==> config.mk <==
export PLATFORM = sky130hd
export DESIGN_NAME = result_writer
export DESIGN_NICKNAME = d
export VERILOG_FILES = /design/src/rtl/result_writer_pkg.sv /design/src/rtl/result_writer_word_counter.sv /design/src/rtl/result_writer.sv
export SDC_FILE = /design/constraint.sdc
export NUM_CORES = 1
export LEC_CHECK = 0
export BUFFER_PORTS_ARGS = -buffer_cell sky130_fd_sc_hd__buf_2
export CELL_PAD_IN_SITES_DETAIL_PLACEMENT = 1
export CELL_PAD_IN_SITES_GLOBAL_PLACEMENT = 2
export CORE_ASPECT_RATIO = 0.7
export CORE_MARGIN = 5
export CORE_UTILIZATION = 24
export CTS_CLUSTER_SIZE = 28
export DETAILED_ROUTE_END_ITERATION = 6
export PLACE_DENSITY_LB_ADDON = 0.12
export SLEW_MARGIN = 10
export SYNTH_ARGS = -nofsm -noshare
export SYNTH_HDL_FRONTEND = slang
export SYNTH_SLANG_ARGS = --single-unit
==> constraint.sdc <==
create_clock -name clk -period 1.5 [get_ports clk]
set_input_delay 0.3 -clock clk [delete_from_list [all_inputs] [get_ports clk]]
set_output_delay 0.3 -clock clk [all_outputs]
set_load 0.01 [all_outputs]
==> src/rtl/result_writer_pkg.sv <==
// Shared types and constants for the result memory write sequencer.
package result_writer_pkg;

    typedef enum logic [1:0] {
        IDLE  = 2'd0,
        WRITE = 2'd1,
        DONE  = 2'd2
    } state_t;

    localparam int ADDR_STEP = 4;

endpackage

==> src/rtl/result_writer_word_counter.sv <==
// Loadable down-counter tracking words left in a transfer; last flags value==1.
module word_counter #(
    parameter int CNT_WIDTH = 8
) (
    input  logic                 clk,
    input  logic                 rst,
    input  logic                 ld,
    input  logic                 dec,
    input  logic [CNT_WIDTH-1:0] ld_val,
    output logic                 last
);

    logic [CNT_WIDTH-1:0] count_q;
    logic [CNT_WIDTH-1:0] count_d;

    always_comb begin
        count_d = count_q;
        if (ld) begin
            count_d = ld_val;
        end else if (dec) begin
            count_d = count_q - CNT_WIDTH'(1);
        end
    end

    always_ff @(posedge clk) begin
        if (rst) begin
            count_q <= '0;
        end else begin
            count_q <= count_d;
        end
    end

    assign last = (count_q == CNT_WIDTH'(1));

endmodule

==> src/rtl/result_writer.sv <==
// Writer-side address sequencer: one RAM write per accepted result word,
// byte addresses stepping by 4 from a word-aligned base.
module result_writer
    import result_writer_pkg::*;
#(
    parameter int ADDR_WIDTH = 16,
    parameter int DATA_WIDTH = 32,
    parameter int CNT_WIDTH  = 8
) (
    input  logic                  clk,
    input  logic                  rst,
    input  logic                  start,
    input  logic [ADDR_WIDTH-1:0] base_addr,
    input  logic [CNT_WIDTH-1:0]  num_words,
    input  logic                  in_valid,
    input  logic [DATA_WIDTH-1:0] in_data,
    output logic                  in_ready,
    output logic                  mem_wr_en,
    output logic [ADDR_WIDTH-1:0] mem_addr,
    output logic [DATA_WIDTH-1:0] mem_wdata,
    output logic                  busy,
    output logic                  done
);

    state_t                state_q, state_d;
    logic [ADDR_WIDTH-1:0] addr_q, addr_d;
    logic                  mem_wr_en_q, mem_wr_en_d;
    logic [ADDR_WIDTH-1:0] mem_addr_q, mem_addr_d;
    logic [DATA_WIDTH-1:0] mem_wdata_q, mem_wdata_d;
    logic                  done_q, done_d;
    logic                  cnt_ld, cnt_dec, cnt_last;
    logic                  accept;

    word_counter #(.CNT_WIDTH(CNT_WIDTH)) u_word_counter (
        .clk    (clk),
        .rst    (rst),
        .ld     (cnt_ld),
        .dec    (cnt_dec),
        .ld_val (num_words),
        .last   (cnt_last)
    );

    always_comb begin
        state_d     = state_q;
        addr_d      = addr_q;
        mem_wr_en_d = 1'b0;
        mem_addr_d  = mem_addr_q;
        mem_wdata_d = mem_wdata_q;
        cnt_ld      = 1'b0;
        cnt_dec     = 1'b0;
        // Ready depends on state alone so the producer sees no in_valid loop.
        in_ready    = (state_q == WRITE);
        busy        = (state_q != IDLE);
        accept      = in_valid & in_ready;

        unique case (state_q)
            IDLE: begin
                if (start) begin
                    addr_d  = base_addr & ~ADDR_WIDTH'(3);
                    cnt_ld  = 1'b1;
                    state_d = (num_words == '0) ? DONE : WRITE;
                end
            end
            WRITE: begin
                if (accept) begin
                    mem_wr_en_d = 1'b1;
                    mem_addr_d  = addr_q;
                    mem_wdata_d = in_data;
                    addr_d      = addr_q + ADDR_WIDTH'(ADDR_STEP);
                    cnt_dec     = 1'b1;
                    if (cnt_last) begin
                        state_d = DONE;
                    end
                end
            end
            DONE: begin
                state_d = IDLE;
            end
            default: begin
                state_d = IDLE;
            end
        endcase

        done_d = (state_d == DONE);
    end

    always_ff @(posedge clk) begin
        if (rst) begin
            state_q     <= IDLE;
            addr_q      <= '0;
            mem_wr_en_q <= 1'b0;
            mem_addr_q  <= '0;
            mem_wdata_q <= '0;
            done_q      <= 1'b0;
        end else begin
            state_q     <= state_d;
            addr_q      <= addr_d;
            mem_wr_en_q <= mem_wr_en_d;
            mem_addr_q  <= mem_addr_d;
            mem_wdata_q <= mem_wdata_d;
            done_q      <= done_d;
        end
    end

    assign mem_wr_en = mem_wr_en_q;
    assign mem_addr  = mem_addr_q;
    assign mem_wdata = mem_wdata_q;
    assign done      = done_q;

endmodule

==> impl_results.md, run 1 <==
* Share of layout cells above drive strength 1 at 0.483
* First-pass DRT Iterations at 4
* Layout Utilization at 0.401
* M1 GR Usage at 0.215
* P per Cell Area at 1090 nW/um^2
* Initial Util at 0.242
* Clock Power Share at 0.445
* FILL cells at 1558
* Row count at 35
* Max-slew violations at 0
* Layout area overhead at 65.3%
* Vias in the first global route at 3539
* Avg WL per Cell at 17.0 um
* Setup CP Type: register to register
* Total global-route track usage at 0.149
* Yosys top cell by area: dfxtp_1
* Htree depth at 3
* Final WS setup at -0.101 ns
* Met2 Use GR at 0.214
* Crit. End Element: register
* DRC viols at 0
* Placer Congestion at 0.726
* Non-Filler Instances at 741
* Clk slew on worst S/H paths at 0.06 ns
* Reg-to-reg critical path endpoint: addr_q[15]
* Die width at 147 um
* Violations in the final reports: negative setup slack
* Grt ovf at 0
* Final min period at 1.60 ns
* CTS tree: yes
* CP Max Fanout at 2
* First-pass GRT wire length at 18600 um
* Fmax at 625 MHz
* Inst Count DP at 707
* Routed vias at 3494
* Share of async-settable or async-resettable flops after synthesis at 0
* Chip height at 106 um
* Via density at 4.72
* Root Buffer: clkbuf_16
* Synth top area share at 0.457
* LEAKAGE at 2.22 nW
* Ant diodes at 0
* Clk sinks at 72
* Main synth FF type: dfxtp_1
* RSZ-0062 raised after global routing: yes
* Critical Path AT at 1.86 ns
* Reg2Reg Setup Slack at -0.10 ns
* R2r worst-path depth at 4
* Post-Syn Area per Cell at 7.76 sq um
* Hold Path Stages at 3
* GRT met3 Usage at 0.0408
* Hold EP: mem_wdata[24]
* Core Area at 13000 sq um
* GR peak layer: met1
* Mapped Area at 3150 sq um
* Largest net degree at the start of global routing at 26
* Synth top area cells: dfxtp_1, nand2_1, a21oi_1
* Combinational Power Share at 0.184
* CP Data Required Time at 1.76 ns
* Post-DP HPWL at 8510 um
* I/O Buffers at 107
* EDFF count, synth at 0
* Top-Level Pins at 112
* Maximum VDD drop at 0.507 mV
* Switching power share of the total at 0.260
* DRT antenna net count at 0
* Register area share after synthesis at 0.457
* Clock Latency Late Sink at 0.33 ns
* Hold Fails Final Rpt at 0
* Drt total wl at 12600 um
* DRT iter0 DRCs at 140
* Initial antenna violation count at 0
* # hold bufs at CTS at 0
* Register share of total power at 0.370
* Final Skew at 0.00369 ns
* Yosys warning count at 0
* Synth Register Bits at 72
* Max-cap viol count at 0
* Min-Delay Startpoint: in_data[24]
* Final period util at 1.07
* CP startpoint kind: register
* Int Pwr at 0.00420 W
* Final net count at 634
* RR Startpoint: addr_q[10]
* Final setup vio count at 2
* Dpl ws at -0.0973 ns
* Hold crit path type: primary input to register
* Distinct cells, synth at 49
* Syn Inst Count at 406
* P_sw at 0.00148 W
* Status: finished, violations left
* Num CTS Buffers at 9
* Clock tree buffer depth at 2
* Die ar. at 15600 sq um
==> kinds of logic (layout without fill, tap and decap cells) <==
group	Yosys count	in the layout	synth area share
xor+xnor	1	1	0.00278
buf+inv	36	204	0.0460
flops	72	72	0.457
mux	3	3	0.0103
fa+ha+maj	3	3	0.0119
other cells	1	2	0.00119
compound gates	106	106	0.200
simple gates	184	184	0.271
==> layout by cell type, fill, tap and decap left out, types with 3 or more instances in the layout <==
| cell type | instances |
|---|---|
| a31oi_1 | 9 |
| o21ai_0 | 8 |
| nand2b_1 | 3 |
| a21oi_2 | 13 |
| buf_2 | 107 |
| buf_12 | 6 |
| buf_6 | 13 |
| a32oi_1 | 3 |
| nand4_1 | 3 |
| nand2_4 | 5 |
| a21oi_1 | 52 |
| nor4_1 | 3 |
| a211oi_1 | 3 |
| dfxtp_2 | 5 |
| dfxtp_1 | 63 |
| inv_1 | 5 |
| nand3_1 | 8 |
| and2_1 | 3 |
| buf_4 | 48 |
| nor3b_1 | 3 |
| nor2_1 | 20 |
| nand2_2 | 32 |
| nor4b_1 | 4 |
| dfxtp_4 | 4 |
| nand3b_1 | 4 |
| nand2_1 | 74 |
| bufinv_16 | 3 |
| clkbuf_16 | 16 |
==> power groups by stage <==
| stage | sequential [W] | combinational [W] | clock [W] |
|---|---|---|---|
| after detailed placement | 0.00213 | 0.000860 | 0 |
| final | 0.00210 | 0.00105 | 0.00253 |
| after floorplan | 0.00215 | 0.000384 | 0 |
| after global routing | 0.00211 | 0.00114 | 0.00265 |
| after global placement | 0.00212 | 0.000844 | 0 |
| after CTS | 0.00209 | 0.000895 | 0.00258 |
==> sequential cells by signal, indices dropped and copies added (netlist names) <==
signal	count
addr_q	14
done	1
mem_addr	14
mem_wdata	32
mem_wr_en	1
state_q	2
u_word_counter.count_q	8
==> worst max-delay path, stage by stage, from the launching register on <==
cell and delay (ns):
dfxtp_2 0.35, nand3_4 0.09, or4_4 0.54, or4_1 0.41, a31oi_1 0.14
==> area by class of cell <==
class                   instances  area [sq um]  area share
inverters                       6          22.5     0.00432
repair buffers                183          1370       0.262
multi-input cells             299          1810       0.347
flip-flops and latches         72          1460       0.281
clock inverters                 5           104      0.0199
clock buffers                  10           239      0.0459
well taps                     166           208      0.0399
==> cell usage after synthesis, types with 2 or more instances <==
cell and count:
a21oi_1 65, ha_1 3, nand3b_1 4, a31o_2 2, mux2_2 2, a221oi_1 2, and2_1 3, nor2b_1 2
a211oi_1 3, buf_4 2, a31oi_1 9, dfxtp_1 72, clkbuf_1 26, nand2b_1 4, nand4bb_1 2, nand4_1 3
nor4b_1 5, inv_1 6, or2_2 2, nand3_1 8, or4_1 4, o21ai_0 8, a32oi_1 3, buf_2 2
nand2_1 111, nor2_1 21, nor4_1 3, o311ai_0 2, and3_1 2, nor3b_1 3, o32ai_1 2, a311oi_1 2
nor3_1 2
==> routing by layer <==
| metal | share of wire | wire length, um | vias to the layer above |
|---|---|---|---|
| met4 | 0.0088 | 111 | 0 |
| met2 | 0.41 | 5140 | 74 |
| met3 | 0.042 | 528 | 10 |
| li1 | - | - | 1740 |
| met5 | 0 | 0 | - |
| met1 | 0.54 | 6790 | 1670 |
==> timing repair <==
item                       CTS  global route
setup endpoints to repair   14            59
pin swaps                    1            14
hold endpoints to repair     0             0
buffers inserted             5             2
cloned                       1            11
resized for setup           19            75
==> worst max path at each step <==
stage,endpoint,slack [ns],depth (start not counted),start
after floorplan,addr_q[15],-0.05,4,addr_q[8]
after global placement,addr_q[15],-0.09,4,addr_q[8]
after detailed placement,addr_q[11],-0.1,5,state_q[0]
after CTS,addr_q[15],-0.10,4,addr_q[10]
after global routing,addr_q[15],-0.16,6,state_q[0]
final,addr_q[15],-0.10,4,addr_q[10]
==> metrics by stage <==
stage          hold slack, ns  TNS (ns)  cell area [sq um]  total power, W
2_1_floorplan           0.436   -0.0543               3180         0.00253
3_3_place_gp            0.438    -0.182               4280         0.00296
3_5_place_dp            0.443    -0.354               4280         0.00299
4_1_cts                 0.190    -0.211               4730         0.00557
5_1_grt                 0.197    -0.703               5210         0.00591
6_report                0.203    -0.166               5210         0.00567
Power figures use the tool's default switching activity.
==> run 2, diff against run 1 <==
--- a/config.mk
+++ b/config.mk
@@ -10,7 +10,7 @@
 export CELL_PAD_IN_SITES_GLOBAL_PLACEMENT = 2
 export CORE_ASPECT_RATIO = 0.7
 export CORE_MARGIN = 5
-export CORE_UTILIZATION = 24
+export CORE_UTILIZATION = 29
 export CTS_CLUSTER_SIZE = 28
 export DETAILED_ROUTE_END_ITERATION = 6
 export PLACE_DENSITY_LB_ADDON = 0.12
==> constraint.sdc (replaced) <==
create_clock -name clk -period 2.1 [get_ports clk]
set_input_delay 0.42 -clock clk [delete_from_list [all_inputs] [get_ports clk]]
set_output_delay 0.42 -clock clk [all_outputs]
set_load 0.01 [all_outputs]
==> run 2 against run 1 <==
  * Largest power group unchanged
  * Non-clock buffer count down 52
  * Clock skew up 0.0046 ns
  * Hold slack better by 0.12 ns
  * Register-to-register slack better by 0.32 ns
  * Cell count down 11%
  * Via count down 6.9%
  * The flow now finishes without violations
  * Sequential power down 29%
  * Count of clock-buffer cells in the layout unchanged
  * Highest routed layer unchanged
  * Critical path type is now register to output pin
==> impl_results.md, run 2 (synthesis gave the netlist of run 1 again) <==
* Relative slew slack at 0.627
* # hold bufs at CTS at 0 (unchanged)
* RSZ-0062 raised after global routing: no
* Ant diodes at 0 (unchanged)
* Int Pwr at 0.00281 W (-33%)
* Die ar. at 13100 sq um (-16%)
* Final period util at 0.918
* Num CTS Buffers at 9 (unchanged)
* Post-DP Area at 3910 sq um (-8.8%)
* CP Max Fanout at 11 (+9)
* DRT iter0 DRCs at 142 (+1.4%)
* LEAKAGE at 1.79 nW (-19%)
* Clock tree buffer depth at 2 (unchanged)
* Chip height at 97.2 um (-8.2%)
* Share of layout cells above drive strength 1 at 0.300 (-0.184)
* First-pass GRT wire length at 16800 um (-9.4%)
* Hold Fails Final Rpt at 0 (unchanged)
* Crit path from: state_q[1]
* Post-DP HPWL at 7640 um (-10%)
* Via density at 4.96 (+5.2%)
* Final net count at 582 (-8.2%)
* Max-cap viol count at 0 (unchanged)
* Final setup TNS at 0 ns (+0.166 ns)
* Layout area overhead at 35.4%
* Placer Congestion at 0.840 (+16%)
* Setup CP Type: register to output pin
* Most frequent cells in the layout: nand2_1, buf_2, dfxtp_1, a21oi_1, buf_4
* Final min period at 1.93 ns
* CP Data Required Time at 1.68 ns (-0.08 ns)
* I/O Buffers at 107 (unchanged)
* Fmax at 519 MHz
* Crit. End Element: output pin
* Register share of total power at 0.400 (+0.030)
* DRC viols at 0 (unchanged)
* Root Buffer: clkbuf_16
* Row count at 31 (-11%)
* RR Startpoint: addr_q[8]
* Initial Util at 0.301 (+0.0586)
* Final Skew at 0.00826 ns (+0.00457 ns)
* Final setup vio count at 0 (-2)
* Die width at 135 um (-8.4%)
* Avg WL per Cell at 15.9 um (-6.2%)
* Status: finished, final reports clean
* Clk sinks at 72 (unchanged)
* Htree depth at 3 (unchanged)
* FILL cells at 1314 (-16%)
* Max-slew violations at 0 (unchanged)
* Layout Utilization at 0.408 (+0.00695)
* Grt ovf at 0 (unchanged)
* Clock Power Share at 0.464 (+0.019)
* Max reg flops at 32 (unchanged)
* Vias in the first global route at 3315 (-6.3%)
* Drt total wl at 10400 um (-17%)
* Most common cell after layout, fill and taps aside: nand2_1
* Clock Latency Late Sink at 0.33 ns (about the same)
* Largest net degree at the start of global routing at 39 (+50%)
* Clk slew on worst S/H paths at 0.06 ns (about the same)
* CTS tree: yes
* Fin area at 4270 sq um (-18%)
* Routed vias at 3254 (-6.9%)
* Maximum VDD drop at 0.390 mV (-23%)
* DRT antenna net count at 0 (unchanged)
* Combinational Power Share at 0.136 (-0.048)
* Hold crit path type: primary input to register
* Slew at the pin with the worst max-slew slack at 0.554 ns
* Total global-route track usage at 0.160 (+0.0113)
* First-pass DRT Iterations at 4 (unchanged)
* Critical Path AT at 1.51 ns (-0.35 ns)
* Switching power share of the total at 0.251 (-0.00908)
* P per Cell Area at 880 nW/um^2 (-19%)
* Min-Delay Startpoint: in_data[23]
* Core Area at 10500 sq um (-19%)
* CP startpoint kind: register
* Initial antenna violation count at 0 (unchanged)
* P_sw at 0.000943 W (-36%)
* Top-Level Pins at 112 (unchanged)
## run 2: changes by cell type in the layout (fill, tap and decap cells not counted), sizes merged
cell,change
clkbuf,-7
inv,-2
buf,-45
clkinv,+1
clkinvlp,+2
## run 2: power groups by stage
stage	sequential (W)	combinational, W	clock, W
global route	0.00152	0.000572	0.00184
finish	0.00150	0.000512	0.00174
CTS	0.00150	0.000510	0.00179
global placement	0.00153	0.000496	0
detailed placement	0.00153	0.000506	0
floorplan	0.00153	0.000270	0
## run 2: per-layer routing
| metal | track usage | share of wire | vias to the layer above |
|---|---|---|---|
| li1 | - | - | 1631 |
| met1 | 0.224 | 0.50 | 1526 |
| met2 | 0.240 | 0.43 | 88 |
| met3 | 0.0471 | 0.056 | 9 |
| met4 | 0.0415 | 0.0090 | 0 |
| met5 | 0 | 0 | - |
## run 2: per-stage QoR
| stage | std cells | hold slack [ns] | setup slack, ns | power (W) |
|---|---|---|---|---|
| global route | 656 | 0.312 | 0.0741 | 0.00393 |
| global placement | 637 | 0.438 | 0.252 | 0.00202 |
| finish | 656 | 0.325 | 0.173 | 0.00376 |
| detailed placement | 637 | 0.444 | 0.210 | 0.00204 |
| floorplan | 407 | 0.450 | 0.449 | 0.00180 |
| CTS | 653 | 0.315 | 0.0267 | 0.00380 |
## run 2: cell type report
cell class	count	area, sq um	share of cell area
clock buffer	10	229	0.0537
tap	132	165	0.0387
inverter	6	26.3	0.00616
timing repair buffer	131	728	0.171
clock inverter	6	108	0.0252
sequential	72	1440	0.338
multi-input combinational	299	1570	0.368
## run 2: critical path, cell delays in order (launching register included)
cell and delay [ns]:
dfxtp_1 0.51, nand2b_1 0.28, clkinvlp_4 0.21, buf_2 0.18
## run 2: worst paths after layout
kind,endpoint,slack (ns),depth (start not counted)
hold reg to reg,mem_wdata[29],0.45,2
setup / recovery,in_ready,0.17,3
hold / removal,mem_wdata[23],0.32,3
setup reg to reg,addr_q[15],0.22,4
## run 2: repair_timing
action,4_1_cts,5_1_grt
resized for setup,0,1
hold endpoints to repair,0,0
endpoints found under the setup margin,0,1
buffers inserted,0,3
